**config.mk**
```make
export PLATFORM = sky130hd
export DESIGN_NAME = fir_mac
export DESIGN_NICKNAME = d
export VERILOG_FILES = /design/src/rtl/fir_mac_pkg.sv /design/src/rtl/fir_coef_bank.sv /design/src/rtl/fir_mac.sv
export SDC_FILE = /design/constraint.sdc
export NUM_CORES = 1
export LEC_CHECK = 0
export CORE_MARGIN = 4
export CORE_UTILIZATION = 45
export CTS_CLUSTER_DIAMETER = 50
export DETAILED_ROUTE_END_ITERATION = 10
export DONT_BUFFER_PORTS = 1
export SLEW_MARGIN = 30
export SYNTH_ARGS = -nofsm -noshare
export SYNTH_HDL_FRONTEND = slang
export SYNTH_SLANG_ARGS = --single-unit
```
**constraint.sdc**
```tcl
create_clock -name ck -period 7.9 [get_ports ck]
set_clock_uncertainty 0.1 [all_clocks]
set_input_delay 2.37 -clock ck [delete_from_list [all_inputs] [get_ports ck]]
set_output_delay 2.37 -clock ck [all_outputs]
set_load 0.02 [all_outputs]
```
**src/rtl/fir_mac_pkg.sv**
```systemverilog
// fir_mac_pkg: shared types and helpers for the fir_mac filter.
// Holds the FSM state enum, the accumulator width rule and the
// saturating narrow used when FIR_MAC_SATURATE_EN is defined.
package fir_mac_pkg;

    typedef enum logic [1:0] {
        IDLE,
        MAC,
        OUT
    } fir_state_t;

    // Wide enough for any accumulator the legal parameter range can produce.
    localparam int SAT_W = 128;

    // Accumulator width that makes internal overflow impossible.
    function automatic int acc_width(input int data_w, input int coef_w, input int taps);
        return data_w + coef_w + $clog2(taps);
    endfunction

    // Clamp a signed value to the signed range of a data_w-bit word.
    function automatic logic signed [SAT_W-1:0] sat_narrow(input logic signed [SAT_W-1:0] v,
                                                           input int data_w);
        logic signed [SAT_W-1:0] hi;
        logic signed [SAT_W-1:0] lo;
        hi = (SAT_W'(1) <<< (data_w - 1)) - SAT_W'(1);
        lo = ~hi;
        if (v > hi) begin
            return hi;
        end else if (v < lo) begin
            return lo;
        end
        return v;
    endfunction

endpackage

```
**src/rtl/fir_coef_bank.sv**
```systemverilog
// fir_coef_bank: shadow/active coefficient registers for fir_mac.
// Writes land in the shadow bank at any time; the active bank is loaded
// from the shadow bank only on the copy strobe, and the MAC reads the
// active bank through an index mux.
module fir_coef_bank
    import fir_mac_pkg::*;
#(
    parameter int COEF_W = 16,
    parameter int TAPS   = 8,
    parameter int IDX_W  = $clog2(TAPS)
) (
    input  logic              ck,
    input  logic              rst,
    input  logic              we,
    input  logic [IDX_W-1:0]  addr,
    input  logic [COEF_W-1:0] data,
    input  logic              copy,
    input  logic [IDX_W-1:0]  idx,
    output logic [COEF_W-1:0] coef
);

    logic [COEF_W-1:0] shadow [TAPS];
    logic [COEF_W-1:0] active [TAPS];

    // Shadow write port and shadow-to-active copy.
    always_ff @(posedge ck) begin
        if (rst) begin
            // NOTE: these small register arrays are reset on purpose because
            // an all-zero coefficient set is an observable reset state; large
            // RAM-style memories would normally be left unreset.
            for (int i = 0; i < TAPS; i++) begin
                shadow[i] <= '0;
                active[i] <= '0;
            end
        end else begin
            if (we && (int'(addr) < TAPS)) begin
                shadow[addr] <= data;
            end
            // NOTE: non-blocking assignment means the copy sees the shadow
            // value from before this cycle's write, so a same-cycle write
            // is deliberately excluded from the copy.
            if (copy) begin
                active <= shadow;
            end
        end
    end

    // Active-bank read mux for the current MAC index.
    assign coef = active[idx];

endmodule

```
**src/rtl/fir_mac.sv**
```systemverilog
// fir_mac: single-multiplier time-multiplexed FIR filter.
// One sample per strobe rising edge; TAPS MAC cycles then one output cycle.
// Build option: define FIR_MAC_SATURATE_EN to clamp the scaled result to
// the DATA_W signed range; otherwise the result wraps to its low DATA_W bits.
module fir_mac
    import fir_mac_pkg::*;
#(
    parameter int DATA_W = 16,
    parameter int COEF_W = 16,
    parameter int TAPS   = 8
) (
    input  logic                     ck,
    input  logic                     rst,
    input  logic [DATA_W-1:0]        in,
    input  logic                     input_ready,
    input  logic                     coef_we,
    input  logic [$clog2(TAPS)-1:0]  coef_addr,
    input  logic [COEF_W-1:0]        coef_data,
    output logic [DATA_W-1:0]        out,
    output logic                     output_ready,
    output logic                     busy,
    output logic                     overrun
);

    localparam int IDX_W  = $clog2(TAPS);
    localparam int ACC_W  = acc_width(DATA_W, COEF_W, TAPS);
    localparam int PROD_W = DATA_W + COEF_W;
    localparam logic [IDX_W-1:0] LAST_IDX = IDX_W'(TAPS - 1);

    fir_state_t               state;
    fir_state_t               state_nxt;
    logic                     strobe_q;
    logic                     strobe_edge;
    logic                     accept;
    logic [DATA_W-1:0]        x [TAPS];
    logic [IDX_W-1:0]         idx;
    logic [COEF_W-1:0]        coef;
    logic signed [PROD_W-1:0] prod;
    logic signed [ACC_W-1:0]  acc;
    logic signed [ACC_W-1:0]  scaled;
    logic [DATA_W-1:0]        result;

    assign strobe_edge = input_ready & ~strobe_q;
    assign accept      = (state == IDLE) && strobe_edge;

    fir_coef_bank #(
        .COEF_W (COEF_W),
        .TAPS   (TAPS),
        .IDX_W  (IDX_W)
    ) u_coef_bank (
        .ck   (ck),
        .rst  (rst),
        .we   (coef_we),
        .addr (coef_addr),
        .data (coef_data),
        .copy (accept),
        .idx  (idx),
        .coef (coef)
    );

    // Strobe edge detector; reset high so a strobe held through reset is ignored.
    always_ff @(posedge ck) begin
        if (rst) begin
            strobe_q <= 1'b1;
        end else begin
            strobe_q <= input_ready;
        end
    end

    // State register.
    always_ff @(posedge ck) begin
        if (rst) begin
            state <= IDLE;
        end else begin
            state <= state_nxt;
        end
    end

    // Next-state logic.
    always_comb begin
        // NOTE: default first so every path assigns state_nxt and no latch forms.
        state_nxt = state;
        case (state)
            IDLE:    if (strobe_edge) state_nxt = MAC;
            MAC:     if (idx == LAST_IDX) state_nxt = OUT;
            OUT:     state_nxt = IDLE;
            default: state_nxt = IDLE;
        endcase
    end

    // Delay line: shifts only on an accepted sample, so dropped samples leave it intact.
    always_ff @(posedge ck) begin
        if (rst) begin
            for (int i = 0; i < TAPS; i++) begin
                x[i] <= '0;
            end
        end else if (accept) begin
            x[0] <= in;
            for (int i = 1; i < TAPS; i++) begin
                x[i] <= x[i-1];
            end
        end
    end

    assign prod = $signed(x[idx]) * $signed(coef);

    // Index counter and accumulator.
    always_ff @(posedge ck) begin
        if (rst) begin
            idx <= '0;
            acc <= '0;
        end else if (accept) begin
            idx <= '0;
            acc <= '0;
        end else if (state == MAC) begin
            idx <= idx + 1'b1;
            acc <= acc + ACC_W'(prod);
        end
    end

    assign scaled = acc >>> (COEF_W - 1);

`ifdef FIR_MAC_SATURATE_EN
    assign result = DATA_W'(sat_narrow(SAT_W'(scaled), DATA_W));
`else
    assign result = DATA_W'(scaled);
`endif

    // Registered outputs: result, ready pulse, busy and sticky overrun.
    always_ff @(posedge ck) begin
        if (rst) begin
            out          <= '0;
            output_ready <= 1'b0;
            busy         <= 1'b0;
            overrun      <= 1'b0;
        end else begin
            output_ready <= (state == OUT);
            busy         <= (state_nxt != IDLE);
            if (state == OUT) begin
                out <= result;
            end
            if (strobe_edge && (state != IDLE)) begin
                overrun <= 1'b1;
            end
        end
    end

endmodule

```
# --- After elaboration in Yosys (flattened, before gate mapping) ---
# Memory sizes are Yosys's and may differ from the RTL's. A register that Yosys moved wholly into a read port is not among the register bits.
# Index checks and enable logic that the tools add are counted.
op_classes:
  addsub: 2
  mul: 1
  magnitude_cmp: 3
  n_bitwise: 12
  eq_ne: 3
  reduce_logical: 7
  mux: 24
op_table:
  columns: ["operator", "count"]
  rows:
  - ["$mux 16", 11]
  - ["$bwmux 128", 1]
  - ["$bmux 16 s3", 1]
  - ["$demux 16 s3", 1]
  - ["$add 35x32->35", 1]
  - ["$mul 16x16->32", 1]
  - ["$ge 4x4->1 const B", 2]
  - ["$not 3->4", 2]
  - ["$or 1x1->1", 8]
  - ["$mux 3", 2]
  - ["$mux 1", 5]
  - ["$lt 4x1->1 const B", 1]
  - ["$mux 2", 2]
  - ["$pmux 2 s2", 1]
  - ["$reduce_bool 2->1", 2]
  - ["$add 3x1->3 const B", 1]
  - ["$eq 3x3->1 const B", 1]
  - ["$logic_and 1x1->1", 3]
  - ["$eq 2x1->1 const B", 1]
  - ["$eq 2x2->1 const B", 1]
  - ["$logic_not 2->1", 1]
  - ["$reduce_or 2->1", 1]
  - ["$and 1x1->1", 1]
  - ["$not 1->1", 1]
word_totals:
  ff_bits: 316
  input_bits: 39
  out_inout_bits: 19
  n_memories: 1
  ram_bits: 128
memory_table:
  columns: ["name", "depth", "word_bits", "rd", "rd_ports_with_merged_regs", "write_ports", "line", "text"]
  rows:
  - ["x", 8, 16, 8, 1, 8, "fir_mac.sv:35", "logic [DATA_W-1:0] x [TAPS];"]

# --- Depth between registers and ports, before layout ---
depth:
  ltp_word: 7
  mapped_depth: 28
  mapped_depth_nobuf: 24

# --- Cells and area by module ---
# Synthesis repeated with hierarchy kept, for this count alone.
hier_totals:
  hier_cells: 2759
  area_unflattened_um2: 28369.7
modules_own_cells:
  columns: ["module", "seq_area_each_um2", "cells_each", "area_per_inst_um2", "instances"]
  rows:
  - ["fir_mac", 5024.8, 1701, 18184.9, 1]
  - ["fir_coef_bank", 5124.9, 1058, 10184.8, 1]

# --- Least setup slack after synthesis ---
# No wires, ideal clock.
synth_path:
  path_kind: "input to register"
  from: "input port input_ready"
  to: "memory x[0][0], enable pin"
  required_ns: 7.258
  arrival_ns: 6.891
  setup_ns: 0.542
  stages: 5
  path_slack_ns: 0.367
  path_cell_list: "nor4b_1 nor2_1 inv_1 clkbuf_1 clkbuf_1"
synth_rtl:
  columns: ["element", "line", "text"]
  rows:
  - ["from (decl)", "fir_mac.sv:15", "input logic input_ready,"]
  - ["to (decl)", "fir_mac.sv:35", null]

# --- Final worst setup path ---
layout_path:
  from: "register idx[1]"
  to: "register acc[30]"
layout_between:
  elab_chain_len: 6
layout_lines:
  columns: ["element", "line", "text"]
  rows:
  - ["from (decl)", "fir_mac.sv:36", "logic [IDX_W-1:0] idx;"]
  - ["from (signal assigned)", "fir_mac.sv:116", "idx <= idx + 1'b1;"]
  - ["$not 3->4 (implied by the code)", "fir_coef_bank.sv:49", "assign coef = active[idx];"]
  - ["$bmux 16 s3", "fir_coef_bank.sv:49", null]
  - ["$mux 16 (implied by the code) (2 in a row)", "fir_coef_bank.sv:49", null]
  - ["$mul 16x16->32", "fir_mac.sv:105", "assign prod = $signed(x[idx]) * $signed(coef);"]
  - ["$add 35x32->35", "fir_mac.sv:117", "acc <= acc + ACC_W'(prod);"]
  - ["to (signal assigned)", "fir_mac.sv:117", null]
  - ["to (decl)", "fir_mac.sv:39", "logic signed [ACC_W-1:0] acc;"]
# Every way passes these cells. The select of a mux whose other input is x is not followed.
# A chain may end at the register's enable or synchronous reset.

==> results.txt <==
The flow ran to the end, and the final reports show no timing, DRC or antenna violations. The storage element area is approximately 10000 sq um. Summed over all nets, wire length on met3 after detailed routing comes to ~3800 microns. The worst path buffer plus inverter count came out at 4.

The buffer depth of the longest clock path is 3. The leakage power total came out at around 13 nW. In the post-route analysis, the smallest setup slack over all paths is between 0.4 and 0.5 ns. Counting stages on the worst path, the most repeated cell is sky130_fd_sc_hd__fa_1. The transition at the pin with the smallest max-transition slack came out at 0.9821 ns. The number of clock buffers inserted by TritonCTS is 57. The final non-filler cell area is approximately 30000 sq um. The H-tree was split into 2 levels. Among all flip-flop cells after synthesis, the most frequent one is sky130_fd_sc_hd__dfxtp_1. The fraction of registers with async set/reset is 0. The post-detailed-placement cell area is around 28000 sq um. The worst hold path belongs to the class reg2reg.

The biggest cell delay along the critical path came out at about 0.54 ns. For this run, the top clock speed supported by timing is roughly 130 MHz. STA classifies the critical path endpoint as a flip-flop.

STA classifies the critical path startpoint as a flip-flop. The highest metal layer carrying signal wires in the routed design is met4. TritonCTS built the clock tree.

The number of global-route vias before repair is approximately 20000. The required time at the endpoint of the critical path came out at about 8.3 ns. Dividing the detail-routed via count by the number of cells gives about 5.4. In this run, placement finished with an instance count of roughly 3300. The overall global routing resource usage came out at 0.2143.

The clock tree root buffer cell is sky130_fd_sc_hd__clkbuf_16. On the critical path the largest part of the delay comes from adder cells. The power density relative to cell area is ~170 nW/um^2. The number of hold violations in the final report came out at 0. The number of cell instances on the worst register-to-register path is 22.

Setup repair after global routing left no endpoint under its margin. VDD sags by at most around 0.19 mV. The Yosys warning count is 0.

Of the synthesized area, sequential elements account for 0.3717. The number of nets produced by synthesis is just over 3000. The routed metal-1 wirelength is ~27000 microns. The first global-routing pass estimated about 110000 microns of wire. For this design, the CTS-stage hold fixing added 0 buffers. The cell row count is 90. Across all layers, the routed design uses roughly 19000 vias. The number of max-cap violations came out at 0. The final number of max-transition violations came out at 0. The shortest period the worst path allows is roughly 7.5 ns. At the end of the flow, the number of nets in the layout was a little over 3000. The proportion of layout cells with a drive suffix above 1 is 0.1001. slightly below 60 I/O pins were placed. After synthesis the cells add up to roughly 27000 sq um. The critical path is of the reg2reg type. The internal reg-to-reg setup slack is approximately 0.44 ns. The routed design uses ~33000 microns of met2 wire. The chip height is approximately 250 microns. The initial antenna violation count came out at 0. Leaving out filler cells and counting taps, the final layout contains between 3000 and 4000. The count of different cell masters after synthesis is 58. The worst hold path depth came out at 2. The area growth from synthesis to layout is 10.41%. The final routed DRC violation total is 0. The pin count of the biggest net entering global routing came out at roughly 190. The post-detailed-route count of antenna-violating nets came out at 0. In this run the tightest slew margin relative to its limit is 0.3434. The count of state elements after synthesis is 443. The number of inserted diodes came out at 0. The accumulated negative setup slack came out at 0 ns.

The worst setup slack before clock tree synthesis is around 0.34 ns. The clock latency on the worst-skew pair came out at around 0.63 ns. The total area of multi-input combinational cells is around 15000 sq um. The effective utilization at floorplan came out at 0.4532. The first-pass detailed-route iteration total came out at 5. Input and output buffers added on the ports amount to 0. The synthesized instance count came out at between 2000 and 3000. The post-detailed-placement half-perimeter wirelength is about 48000 microns. The number of enable-type register cells in the synthesized netlist is around 130.

The mean routed wirelength per cell is around 20 microns. The number of sinks on the clock net came out at about 440. The critical path arrival came out at roughly 7.8 ns.

After detailed routing, the total wire length is between 60000 and 70000 microns. The die is ~250 microns wide. The number of cells on the critical path came out at 22.

The clock transition at the register clock pins on the worst setup and hold paths after CTS came out at around 0.06 ns. The final-report setup violation count is 0. Traced cell by cell, the critical path runs through buf_4 -> mux4_2 -> mux2_2 -> nand2_1 -> fa_1 -> inv_1 -> fa_1 -> fa_1 -> fa_1 -> fa_1 -> inv_1 -> fa_1 -> inv_1 -> ha_1 -> a21o_1 -> a21o_1 -> a2111oi_0 -> nor3_1 -> a221oi_2 -> a21oi_1 -> xnor2_1 -> o21ai_1. After the first detailed-routing iteration, the DRC count stood at around 960. The congestion estimate from routability-driven global placement came to 0.8802. The number of fill cells in the layout came out at 5400. In this run the worst path has a maximum fanout of 17. The final global-route overflow total came out at 0. The share of the clock period used by the worst path is 0.9441. The floorplan core area came out at between 60000 and 70000 sq um.

The floorplan die area came out at between 60000 and 70000 sq um. On the critical path, the stage with the largest delay is an instance of sky130_fd_sc_hd__dfxtp_1. The average cell area after synthesis is just over 10 sq um. The share of the core filled with cells in the final layout came out at 0.5004.
[registers in the layout, indices dropped and copies added (netlist names), named ones only]
register            count
out                    16
acc                    31
strobe_q                1
u_coef_bank.shadow    128
x                     128
idx                     3
state                   2
busy                    1
overrun                 1
output_ready            1
u_coef_bank.active    128
[cell type report]
type | count | area share
multi-input cells | 1730 | 0.5138
clock inverters | 34 | 0.01158
clock buffers | 69 | 0.05080
inverters | 320 | 0.04001
well taps | 782 | 0.03245
repair buffers | 51 | 0.01457
flip-flops and latches | 443 | 0.3367
[stage by stage]
stage,power [W],hold WS [ns]
2_1_floorplan,0.002677,0.3360
3_3_place_gp,0.002750,0.3409
3_5_place_dp,0.002758,0.3459
4_1_cts,0.005299,0.3539
5_1_grt,0.005424,0.3698
6_report,0.005243,0.3524
[what timing repair did]
item	in CTS	in global routing
resized for setup	0	2
setup buffers	0	0
setup endpoints to repair	0	3
[layer usage]
metal / vias up / track usage
li1: 8556 / -
met1: 9385 / 0.2665
met2: 463 / 0.3702
met3: 147 / 0.03967
met4: 0 / 0.08887
met5: - / 0
[worst paths after layout]
kind                                 end                   start
setup / recovery                 acc[30]                  idx[1]
hold / removal    u_coef_bank.shadow[12]  u_coef_bank.shadow[12]
setup reg to reg                 acc[30]                  idx[1]
hold reg to reg   u_coef_bank.shadow[12]  u_coef_bank.shadow[12]
[tightest hold or removal path, delay by kind of cell, from the launching register on]
kind / cells / cell delay (ns)
DFF: 1 / 0.30
and+or+nand+nor: 1 / 0.05
AOI/OAI and AO/OA: 1 / 0.05
[cells in the final DEF (no fill, tap or decap), types with 4 or more instances in the layout]
| cell type | netlist | routed |
|---|---|---|
| sky130_fd_sc_hd__nand2_1 | 441 | 441 |
| sky130_fd_sc_hd__inv_1 | 315 | 314 |
| sky130_fd_sc_hd__dfxtp_1 | 315 | 313 |
| sky130_fd_sc_hd__fa_1 | 285 | 285 |
| sky130_fd_sc_hd__a21oi_1 | 179 | 179 |
| sky130_fd_sc_hd__nor2_1 | 146 | 139 |
| sky130_fd_sc_hd__a22o_1 | 129 | 129 |
| sky130_fd_sc_hd__edfxtp_1 | 128 | 128 |
| sky130_fd_sc_hd__and2_1 | 104 | 104 |
| sky130_fd_sc_hd__ha_1 | 97 | 97 |
| sky130_fd_sc_hd__mux4_2 | 64 | 64 |
| sky130_fd_sc_hd__clkbuf_16 | 0 | 57 |
| sky130_fd_sc_hd__buf_4 | 1 | 45 |
| sky130_fd_sc_hd__nor2b_1 | 47 | 44 |
| sky130_fd_sc_hd__nand2b_1 | 26 | 25 |
| sky130_fd_sc_hd__xnor2_1 | 25 | 25 |
| sky130_fd_sc_hd__nand3_1 | 27 | 24 |
| sky130_fd_sc_hd__mux2_2 | 23 | 23 |
| sky130_fd_sc_hd__mux2i_1 | 22 | 21 |
| sky130_fd_sc_hd__a21o_1 | 16 | 16 |
| sky130_fd_sc_hd__o21ai_1 | 12 | 11 |
| sky130_fd_sc_hd__o21ai_0 | 8 | 8 |
| sky130_fd_sc_hd__nor3_1 | 10 | 8 |
| sky130_fd_sc_hd__nor2_4 | 0 | 7 |
| sky130_fd_sc_hd__xor2_1 | 7 | 7 |
| sky130_fd_sc_hd__clkinv_2 | 0 | 7 |
| sky130_fd_sc_hd__and3_1 | 6 | 6 |
| sky130_fd_sc_hd__a211oi_1 | 6 | 6 |
| sky130_fd_sc_hd__clkbuf_1 | 104 | 6 |
| sky130_fd_sc_hd__clkbuf_8 | 0 | 6 |
| sky130_fd_sc_hd__inv_2 | 5 | 5 |
| sky130_fd_sc_hd__clkinv_4 | 0 | 5 |
| sky130_fd_sc_hd__inv_6 | 0 | 4 |
| sky130_fd_sc_hd__a31oi_1 | 4 | 4 |
| sky130_fd_sc_hd__clkinv_1 | 0 | 4 |
| sky130_fd_sc_hd__clkinvlp_4 | 0 | 4 |
[cell families (layout without fill, tap and decap cells)]
kind of cell,Yosys count,count (layout),share of synthesized area
simple gates,830,830,0.1355
buf+inv,467,474,0.06530
flops,443,443,0.3717
fa+ha+maj,382,382,0.2534
compound gates,374,374,0.09105
mux,112,112,0.07281
xor+xnor,32,32,0.01026
[power breakdown]
| group | leakage [nW] | internal (W) | switching [W] |
|---|---|---|---|
| combinational | 7.87 | 0.0000936 | 0.000187 |
| clock | 0.914 | 0.00147 | 0.00106 |
| sequential | 3.88 | 0.00240 | 0.0000297 |
| total | 12.7 | 0.00396 | 0.00128 |
[cells in the mapped netlist (3+ instances only)]
cell type                  count  area share
sky130_fd_sc_hd__a211oi_1      6      0.0016
sky130_fd_sc_hd__mux2i_4       3      0.0025
sky130_fd_sc_hd__a31oi_1       4     0.00092
sky130_fd_sc_hd__and3_1        6      0.0014
sky130_fd_sc_hd__or2_2         3     0.00069
sky130_fd_sc_hd__nor2_1      146       0.020
sky130_fd_sc_hd__xor2_1        7      0.0022
sky130_fd_sc_hd__nand4_1       3     0.00069
sky130_fd_sc_hd__edfxtp_1    128        0.14
sky130_fd_sc_hd__or3_1         3     0.00069
sky130_fd_sc_hd__buf_1        21      0.0029
sky130_fd_sc_hd__inv_1       315       0.043
sky130_fd_sc_hd__o21a_1        3     0.00082
sky130_fd_sc_hd__a21o_1       16      0.0044
sky130_fd_sc_hd__clkbuf_2     10      0.0018
sky130_fd_sc_hd__a22o_1      129       0.041
sky130_fd_sc_hd__nand2b_1     26      0.0060
sky130_fd_sc_hd__buf_2        11      0.0020
sky130_fd_sc_hd__mux2_2       23      0.0095
sky130_fd_sc_hd__mux2i_1      22      0.0081
sky130_fd_sc_hd__mux4_2       64       0.053
sky130_fd_sc_hd__inv_2         5     0.00069
sky130_fd_sc_hd__dfxtp_1     315        0.23
sky130_fd_sc_hd__ha_1         97       0.044
sky130_fd_sc_hd__o21ai_1      12      0.0022
sky130_fd_sc_hd__nor3_1       10      0.0018
sky130_fd_sc_hd__xnor2_1      25      0.0080
sky130_fd_sc_hd__nor2b_1      47       0.011
sky130_fd_sc_hd__nand2_1     441       0.061
sky130_fd_sc_hd__clkbuf_1    104       0.014
sky130_fd_sc_hd__nand3_1      27      0.0049
sky130_fd_sc_hd__o21ai_0       8      0.0015
sky130_fd_sc_hd__and2_1      104       0.024
sky130_fd_sc_hd__a21oi_1     179       0.033
sky130_fd_sc_hd__fa_1        285        0.21
Note: power is estimated with default switching activity, not from simulation.
